## config.mk

```make
export PLATFORM = sky130hd
export DESIGN_NAME = fir_sym_preadd_seq
export DESIGN_NICKNAME = d
export VERILOG_FILES = /design/src/rtl/fir_pkg.sv /design/src/rtl/fir_delay_line.sv /design/src/rtl/fir_sym_preadd_seq.sv
export SDC_FILE = /design/constraint.sdc
export NUM_CORES = 1
export LEC_CHECK = 0
export ABC_AREA = 1
export BUFFER_PORTS_ARGS = -buffer_cell sky130_fd_sc_hd__buf_4
export CAP_MARGIN = 15
export CORE_UTILIZATION = 30
export CTS_BUF_LIST = sky130_fd_sc_hd__clkbuf_4 sky130_fd_sc_hd__clkbuf_8
export DETAILED_ROUTE_END_ITERATION = 10
export PLACE_DENSITY_LB_ADDON = 0.2
export SETUP_SLACK_MARGIN = 0.05
export SKIP_LAST_GASP = 1
export SLEW_MARGIN = 10
export SYNTH_ARGS = -nofsm -noshare
export SYNTH_HDL_FRONTEND = slang
export SYNTH_HIERARCHICAL = 1
export SYNTH_SLANG_ARGS = --single-unit
```

## constraint.sdc

```tcl
create_clock -name clk -period 3.3 [get_ports clk]
set_clock_uncertainty 0.05 [all_clocks]
set_input_delay 0.66 -clock clk [delete_from_list [all_inputs] [get_ports clk]]
set_output_delay 0.66 -clock clk [all_outputs]
set_load 0.1 [all_outputs]
```

## src/rtl/fir_pkg.sv

```systemverilog
// Shared types and sizing helpers for the symmetric FIR front end.
package fir_pkg;

  typedef enum logic {IDLE, EMIT} state_t;

  function automatic int nout(input int taps);
    return (taps + 1) / 2;
  endfunction

  function automatic int idx_w(input int taps);
    int n;
    n = nout(taps);
    return (n <= 1) ? 1 : $clog2(n);
  endfunction

endpackage

```

## src/rtl/fir_delay_line.sv

```systemverilog
// Sample delay line: shift-in at dl[0], synchronous clear, full parallel read-out.
module fir_delay_line
  import fir_pkg::*;
#(
  parameter int DATA_W = 16,
  parameter int TAPS   = 16
) (
  input  logic                     clk,
  input  logic                     rst_n,
  input  logic                     shift_en,
  input  logic                     clr,
  input  logic signed [DATA_W-1:0] din,
  output logic signed [DATA_W-1:0] dl [TAPS]
);

  // clr together with shift_en lands the new sample in an otherwise empty line
  always_ff @(posedge clk or negedge rst_n) begin
    if (!rst_n) begin
      for (int i = 0; i < TAPS; i++) dl[i] <= '0;
    end else if (shift_en) begin
      dl[0] <= din;
      for (int i = 1; i < TAPS; i++) dl[i] <= clr ? '0 : dl[i-1];
    end else if (clr) begin
      for (int i = 0; i < TAPS; i++) dl[i] <= '0;
    end
  end

endmodule

```

## src/rtl/fir_sym_preadd_seq.sv

```systemverilog
// Symmetric FIR front end: one sample in, then (TAPS+1)/2 pre-added pairs out.
module fir_sym_preadd_seq
  import fir_pkg::*;
#(
  parameter int DATA_W = 16,
  parameter int TAPS   = 16,
  localparam int NOUT  = nout(TAPS),
  localparam int IW    = idx_w(TAPS)
) (
  input  logic                     clk,
  input  logic                     rst_n,
  input  logic                     flush,
  input  logic                     s_valid,
  output logic                     s_ready,
  input  logic signed [DATA_W-1:0] s_data,
  output logic                     m_valid,
  input  logic                     m_ready,
  output logic signed [DATA_W:0]   m_sum,
  output logic [IW-1:0]            m_idx,
  output logic                     m_last
);

  function automatic logic signed [DATA_W:0] sext(input logic signed [DATA_W-1:0] v);
    return {v[DATA_W-1], v};
  endfunction

  state_t                     state;
  logic [IW-1:0]              idx;
  logic signed [DATA_W-1:0]   dl [TAPS];
  logic                       vld_p0;
  logic                       last_p0;
  logic signed [DATA_W:0]     sum_p0;

  fir_delay_line #(
    .DATA_W (DATA_W),
    .TAPS   (TAPS)
  ) u_dl (
    .clk      (clk),
    .rst_n    (rst_n),
    .shift_en (state == IDLE && s_valid),
    .clr      (state == IDLE && flush),
    .din      (s_data),
    .dl       (dl)
  );

  always_ff @(posedge clk or negedge rst_n) begin
    if (!rst_n) begin
      state <= IDLE;
      idx   <= '0;
    end else begin
      case (state)
        IDLE: begin
          if (s_valid) begin
            state <= EMIT;
            idx   <= '0;
          end
        end
        EMIT: begin
          if (m_ready) begin
            if (last_p0) begin
              state <= IDLE;
              idx   <= '0;
            end else begin
              idx <= idx + IW'(1);
            end
          end
        end
        default: state <= IDLE;
      endcase
    end
  end

  // stage p0: pair select and pre-add straight from the held delay line
  assign vld_p0  = (state == EMIT);
  assign last_p0 = vld_p0 && (idx == IW'(NOUT - 1));

  always_comb begin
    sum_p0 = '0;
    if (vld_p0) begin
      for (int k = 0; k < NOUT; k++) begin
        if (idx == IW'(k)) begin
          // the odd-TAPS centre tap has no partner and passes through undoubled
          if (k < TAPS / 2) sum_p0 = sext(dl[k]) + sext(dl[TAPS-1-k]);
          else              sum_p0 = sext(dl[k]);
        end
      end
    end
  end

  assign s_ready = (state == IDLE);
  assign m_valid = vld_p0;
  assign m_sum   = sum_p0;
  assign m_idx   = idx;
  assign m_last  = last_p0;

endmodule

```

## After elaboration in Yosys (flattened, before gate mapping)

Index checks and enable logic that the tools add are counted.

| storage, ports and cells | value |
|---|---|
| bits in registers | 260 |
| bits of input ports | 21 |
| output and inout port bits | 23 |
| word-level logic and storage cells | 77 |

| cells by class | value |
|---|---|
| $add $sub $neg | 9 |
| equality and inequality tests | 9 |
| multiplexer cells | 34 |
| bitwise logic cells | 1 |
| reduce and logical (&&, ||, !) cells | 6 |

Operator list:

| cell | count |
|---|---|
| $mux 256 | 2 |
| $mux 16 | 15 |
| $mux 17 | 9 |
| $add 16x16->17 | 8 |
| $eq 3x3->1 const B | 4 |
| $mux 3 | 3 |
| $eq 3x2->1 const B | 2 |
| $pmux 3 s2 | 1 |
| $ne 2x2->1 const B | 2 |
| $add 3x1->3 const B | 1 |
| $eq 3x1->1 const B | 1 |
| $logic_and 1x1->1 | 3 |
| $logic_not 3->1 | 1 |
| $mux 1 | 3 |
| $pmux 1 s2 | 1 |
| $reduce_and 2->1 | 1 |
| $reduce_bool 2->1 | 1 |
| $not 1->1 | 1 |

## Longest topological paths before layout

| depth | value |
|---|---|
| depth in word-level cells | 10 |
| mapped depth | 23 |
| mapped depth without buffers | 23 |

## Hierarchy

The synthesis kept the hierarchy.

By module, submodules not included:

| module | times used | cells an instance | area each (um^2) | seq. area each (um^2) |
|---|---|---|---|---|
| fir_delay_line | 1 | 1109 | 10199.8 | 6406.1 |
| fir_sym_preadd_seq | 1 | 1441 | 7938.9 | 100.1 |

## Worst setup path after synthesis

Ideal clock, no wire load.

| timing | value |
|---|---|
| path kind | reg2out |
| from | reg idx[1], in the netlist m_idx[1] |
| to | out m_sum[4] |
| arrival time | 4.372 ns |
| required time | 2.590 ns |
| setup slack | -1.782 ns |
| cell stages (with the launch flop) | 10 |
| path buffers | 1 |
| cells stage by stage | dfrtp_1 ha_1 ha_1 clkbuf_1 inv_1 o21ai_0 a21oi_1 o22ai_1 a21oi_1 a211oi_1 |

| on the way | value |
|---|---|
| longest elaborated chain between the ends | 10 |
| elaborated cells on any way between the ends | 17 |
| classes of those cells | eq/ne (7); mux (9); reduce/logical (1) |

RTL lines:

| what | RTL line | source |
|---|---|---|
| from (decl) | fir_sym_preadd_seq.sv:28 | `logic [IW-1:0] idx;` |
| from (signal assigned) | fir_sym_preadd_seq.sv:64 | `idx <= idx + IW'(1);` |
| $logic_not 3->1 | fir_sym_preadd_seq.sv:81 | `if (idx == IW'(k)) begin` |
| $mux 17 (7 in series) | fir_sym_preadd_seq.sv:81 |  |
| $mux 17 * | fir_sym_preadd_seq.sv:81 |  |
| $mux 17 * | fir_sym_preadd_seq.sv:79 | `if (vld_p0) begin` |
| to (decl) | fir_sym_preadd_seq.sv:18 | `output logic signed [DATA_W:0] m_sum,` |

Mark *: on every way between the ends. The rest lies on a longest branch, timed or not.

## Worst setup path in the final report

| timing | value |
|---|---|
| from | reg u_dl/dl[224] (netlist bit) |
| to | out m_sum[14] |

| on the way | value |
|---|---|
| longest elaborated chain between the ends | 9 |

RTL lines:

| what | RTL line | source |
|---|---|---|
| from (decl) | fir_delay_line.sv:13 | `output logic signed [DATA_W-1:0] dl [TAPS]` |
| $add 16x16->17 | fir_sym_preadd_seq.sv:83 | `if (k < TAPS / 2) sum_p0 = sext(dl[k]) + sext(dl[TAPS-1-k]);` |
| $mux 17 (7 in series) | fir_sym_preadd_seq.sv:81 |  |
| $mux 17 | fir_sym_preadd_seq.sv:79 |  |

No other way between the ends.

==> impl_results.md <==
* Post-synthesis instance area at 18140 sq um
* #FFs+latches synth at 260
* Final Instance Area at 24970 sq um
* Antenna-violating nets left at 0
* Fin. Hold Viols at 0
* CTS tree: built
* Die area at 61450 sq um
* IO Pins at 44
* Period minus WS final at 4.084 ns
* Unrepaired setup endpoints after global routing: true
* Critical path class: reg2out
* H-Tree Depth at 2
* Worst-path clk slew at 0.06 ns
* Largest net degree at the start of global routing at 114
* Asr flop ratio synth at 100.0%
* Vias in the first global route at 18.31k
* Warning count from the yosys run at 6
* Simple-gate share of the synthesized area at 33.79%
* Global placement routability congestion at 0.9072
* Fin crit share at 123.8%
* Unique cell type count in the Yosys netlist at 48
* Routed wire length at 63.99 mm
* Drt wl/cell at 17.01 um
* Global route overflow at 0
* Total CTS buffers at 53
* Slew HR at 56.79%
* Crit path max fanout at 3
* Largest family of logic cells by synthesized area: simple AND/OR/NAND/NOR gates
* VDD IR max at 0.002097 V
* P&R area growth vs syn at 37.68%
* Post-layout worst setup margin at -0.7842 ns
* Final Slew Violations at 0
* Max Clock Freq at 244.8 MHz
* Initial Util at 30.56%
* Final Setup Violations at 17
* Worst hold margin at 0.1276 ns
* Critical Path AT at 3.37 ns
* Global Route Usage Sum at 21.10%
* CP Capture Type: primary output
* Synth Area in Compound Gates at 9.919%
* Failing checks: setup timing
* DRT iter0 DRCs at 1047
* Core area at 59350 sq um
* Post-DP HPWL at 47.34 mm
* Initial antenna violation count at 1
* Pleak at 0.01339 uW
* EDFF count, synth at 0
* Area post-placement at 21970 sq um
* CTS root buffer: clkbuf_8
* Hold Crit Class: in2reg
* Post-Syn Area per Cell at 7.113 sq um
* Pwr per Cell Area at 718.0 nW/um^2
* Outcome: finished with violations
* Synth Instances at 2550
* Startpoint types: register
* First drt pass iteration count at 5
* IO Port Bufs at 43
* First-pass GRT wire length at 101.5 mm
* Fraction of layout cells with a size suffix above 1 at 27.65%
* Clk_lat worst skew at 0.68 ns
* Total number of vias at 18.27k
* Final #Nets at 3110
* Clk sinks at 260
* Multiplexer share of the synthesized area at 0%
* Syn Nets at 2713
* Worst Tran Pin Value at 0.6482 ns
* Chip Width at 247.9 um
* Die Y at 247.9 um
* Crit path required time at 2.59 ns
* Site Rows at 89
* Max cap viols at 0
* Primary FF master, synth: dfrtp_1
* Synth Area in XOR/XNOR at 2.318%
* Clock Tree Buf Depth at 3
* Sequential area share after synthesis at 35.87%
* Number of vias per cell at 4.859
* Synth Area in Adders at 10.13%
* Post-route DRC at 0
-- stage by stage --
step | setup TNS, ns | total power [uW] | utilization, % | std cells | worst slack, ns
global route | -13.59 | 18860 | 42.08 | 3761 | -1.015
finish | -10.24 | 17930 | 42.08 | 3761 | -0.7842
CTS | -12.01 | 17760 | 40.93 | 3747 | -0.8816
global placement | -3.612 | 12290 | 37.02 | 3636 | -0.4142
detailed placement | -3.887 | 12300 | 37.02 | 3636 | -0.4140
floorplan | -0.06152 | 9139 | - | 2550 | -0.06152
-- cells in the mapped netlist (all sizes together), types with 3 or more instances --
cell     number  area, sq um
a211oi        5        37.54
a21boi        5        37.54
a21o          9        67.56
a21oi       152        775.7
a22oi         3        22.52
a31oi        10        83.83
and2          3        18.77
buf          90        639.4
clkbuf       13        48.80
clkinv        4        15.01
dfrtp       260         6506
fa            8        160.2
ha          134         1677
inv         198        743.2
nand2       977         3672
nand3       349         1747
nand3b        4        30.03
nand4         5        31.28
nor2        105        416.7
nor3         24        120.1
o2111ai       3        26.28
o211ai        8        60.06
o21ai        92        498.0
o21bai       10        75.07
o22ai         6        37.54
o31ai         6        45.04
or2          14        87.58
xnor2        20        175.2
xor2         28        245.2
-- worst max-delay path, cell delays in order, from the launching register on --
cell	delay, ns
dfrtp_1	0.36
ha_2	0.20
inv_2	0.04
fa_2	0.34
inv_2	0.08
nand2_4	0.06
nand3_4	0.08
nand3_2	0.08
nand2_2	0.09
buf_4	0.12
nand2_1	0.06
nand3b_1	0.09
nand2_1	0.05
nand2_1	0.06
nand2_2	0.05
nand2_2	0.07
nand2_2	0.07
nand3_2	0.09
nand2_1	0.06
nand2_1	0.06
nand2_1	0.05
nand2_1	0.08
nand2_2	0.09
a21oi_4	0.15
buf_12	0.19
-- report_power, final --
| group | internal [uW] | total (uW) | switching (uW) |
|---|---|---|---|
| Clock | 2280 | 3880 | 1600 |
| Combinational | 3910 | 10100 | 6220 |
| Sequential | 3570 | 3920 | 355 |
| Total | 9760 | 17900 | 8170 |
-- final timing paths --
| check | slack [ns] | depth (start not counted) | start | to |
|---|---|---|---|---|
| worst min-delay path | 0.13 | 3 | s_data[5] | u_dl/dl[245] |
| max in group asynchronous | 1.76 | 3 | rst_n | u_dl/dl[205] |
| min in group asynchronous | 0.51 | 2 | rst_n | u_dl/dl[112] |
| worst max register to register | 1.18 | 5 | m_valid | u_dl/dl[205] |
| worst max-delay path | -0.78 | 24 | u_dl/dl[224] | m_sum[14] |
| worst min register to register | 0.43 | 2 | u_dl/dl[2] | u_dl/dl[2] |
-- cells in the final DEF (no fill, tap or decap), drive strengths merged --
cell / netlist / layout
nand2: 977 / 977
buf: 90 / 444
nand3: 349 / 349
dfrtp: 260 / 260
inv: 198 / 200
a21oi: 152 / 152
ha: 134 / 134
nor2: 105 / 105
o21ai: 92 / 92
clkbuf: 13 / 85
xor2: 28 / 28
nor3: 24 / 24
xnor2: 20 / 20
or2: 14 / 14
o21bai: 10 / 10
a31oi: 10 / 10
a21o: 9 / 9
clkinv: 4 / 9
o211ai: 8 / 8
fa: 8 / 8
o31ai: 6 / 6
o22ai: 6 / 6
nand4: 5 / 5
a211oi: 5 / 5
a21boi: 5 / 5
nand3b: 4 / 4
o2111ai: 3 / 3
and2: 3 / 3
a22oi: 3 / 3
o21a: 2 / 2
bufinv: 0 / 2
diode: 0 / 1
clkinvlp: 0 / 1
a221oi: 1 / 1
and3: 1 / 1
o32ai: 1 / 1
dlygate4sd3: 0 / 1
-- registers in the layout (all words and copies together), names as in the netlist --
signal   count
u_dl/dl    256
m_valid      1
m_idx        3
-- layer usage --
metal  wire [um]  part of all wire, %  track usage [%]  up-vias
li1            -                    -                -     9146
met2       29750                   46            34.75      274
met5           0                    0                0        -
met4        1740                  2.7            6.947        0
met3        1746                  2.7            2.173       97
met1       30760                   48            28.76     8757
-- cell type report --
type | count | area [sq um]
well taps | 773 | 967.2
inverters | 202 | 782.0
diodes | 1 | 2.502
multi-input cells | 1985 | 11650
clock buffers | 85 | 1101
repair buffers | 445 | 3827
clock inverters | 10 | 128.9
fillers | 6133 | 34380
flip-flops and latches | 260 | 6519
-- cell families (layout without fill, tap and decap cells) --
| kind of cell | after synthesis | in the layout |
|---|---|---|
| buffers and inverters | 305 | 742 |
| AOI/OAI and AO/OA | 313 | 313 |
| xor gates and xnor gates | 48 | 48 |
| other | 0 | 1 |
| and+or+nand+nor | 1482 | 1482 |
| DFF | 260 | 260 |
| adders and majority gates | 142 | 142 |
-- timing repair --
item | in CTS | in global routing
endpoints found under the hold margin | 67 | 0
gates resized for setup | 241 | 108
buffers inserted | 16 | 13
hold buffers | 1 | 0
setup endpoints to repair | 18 | 18
cloned | 0 | 0
pin swaps | 91 | 79
(Power assumes the default switching activity.)
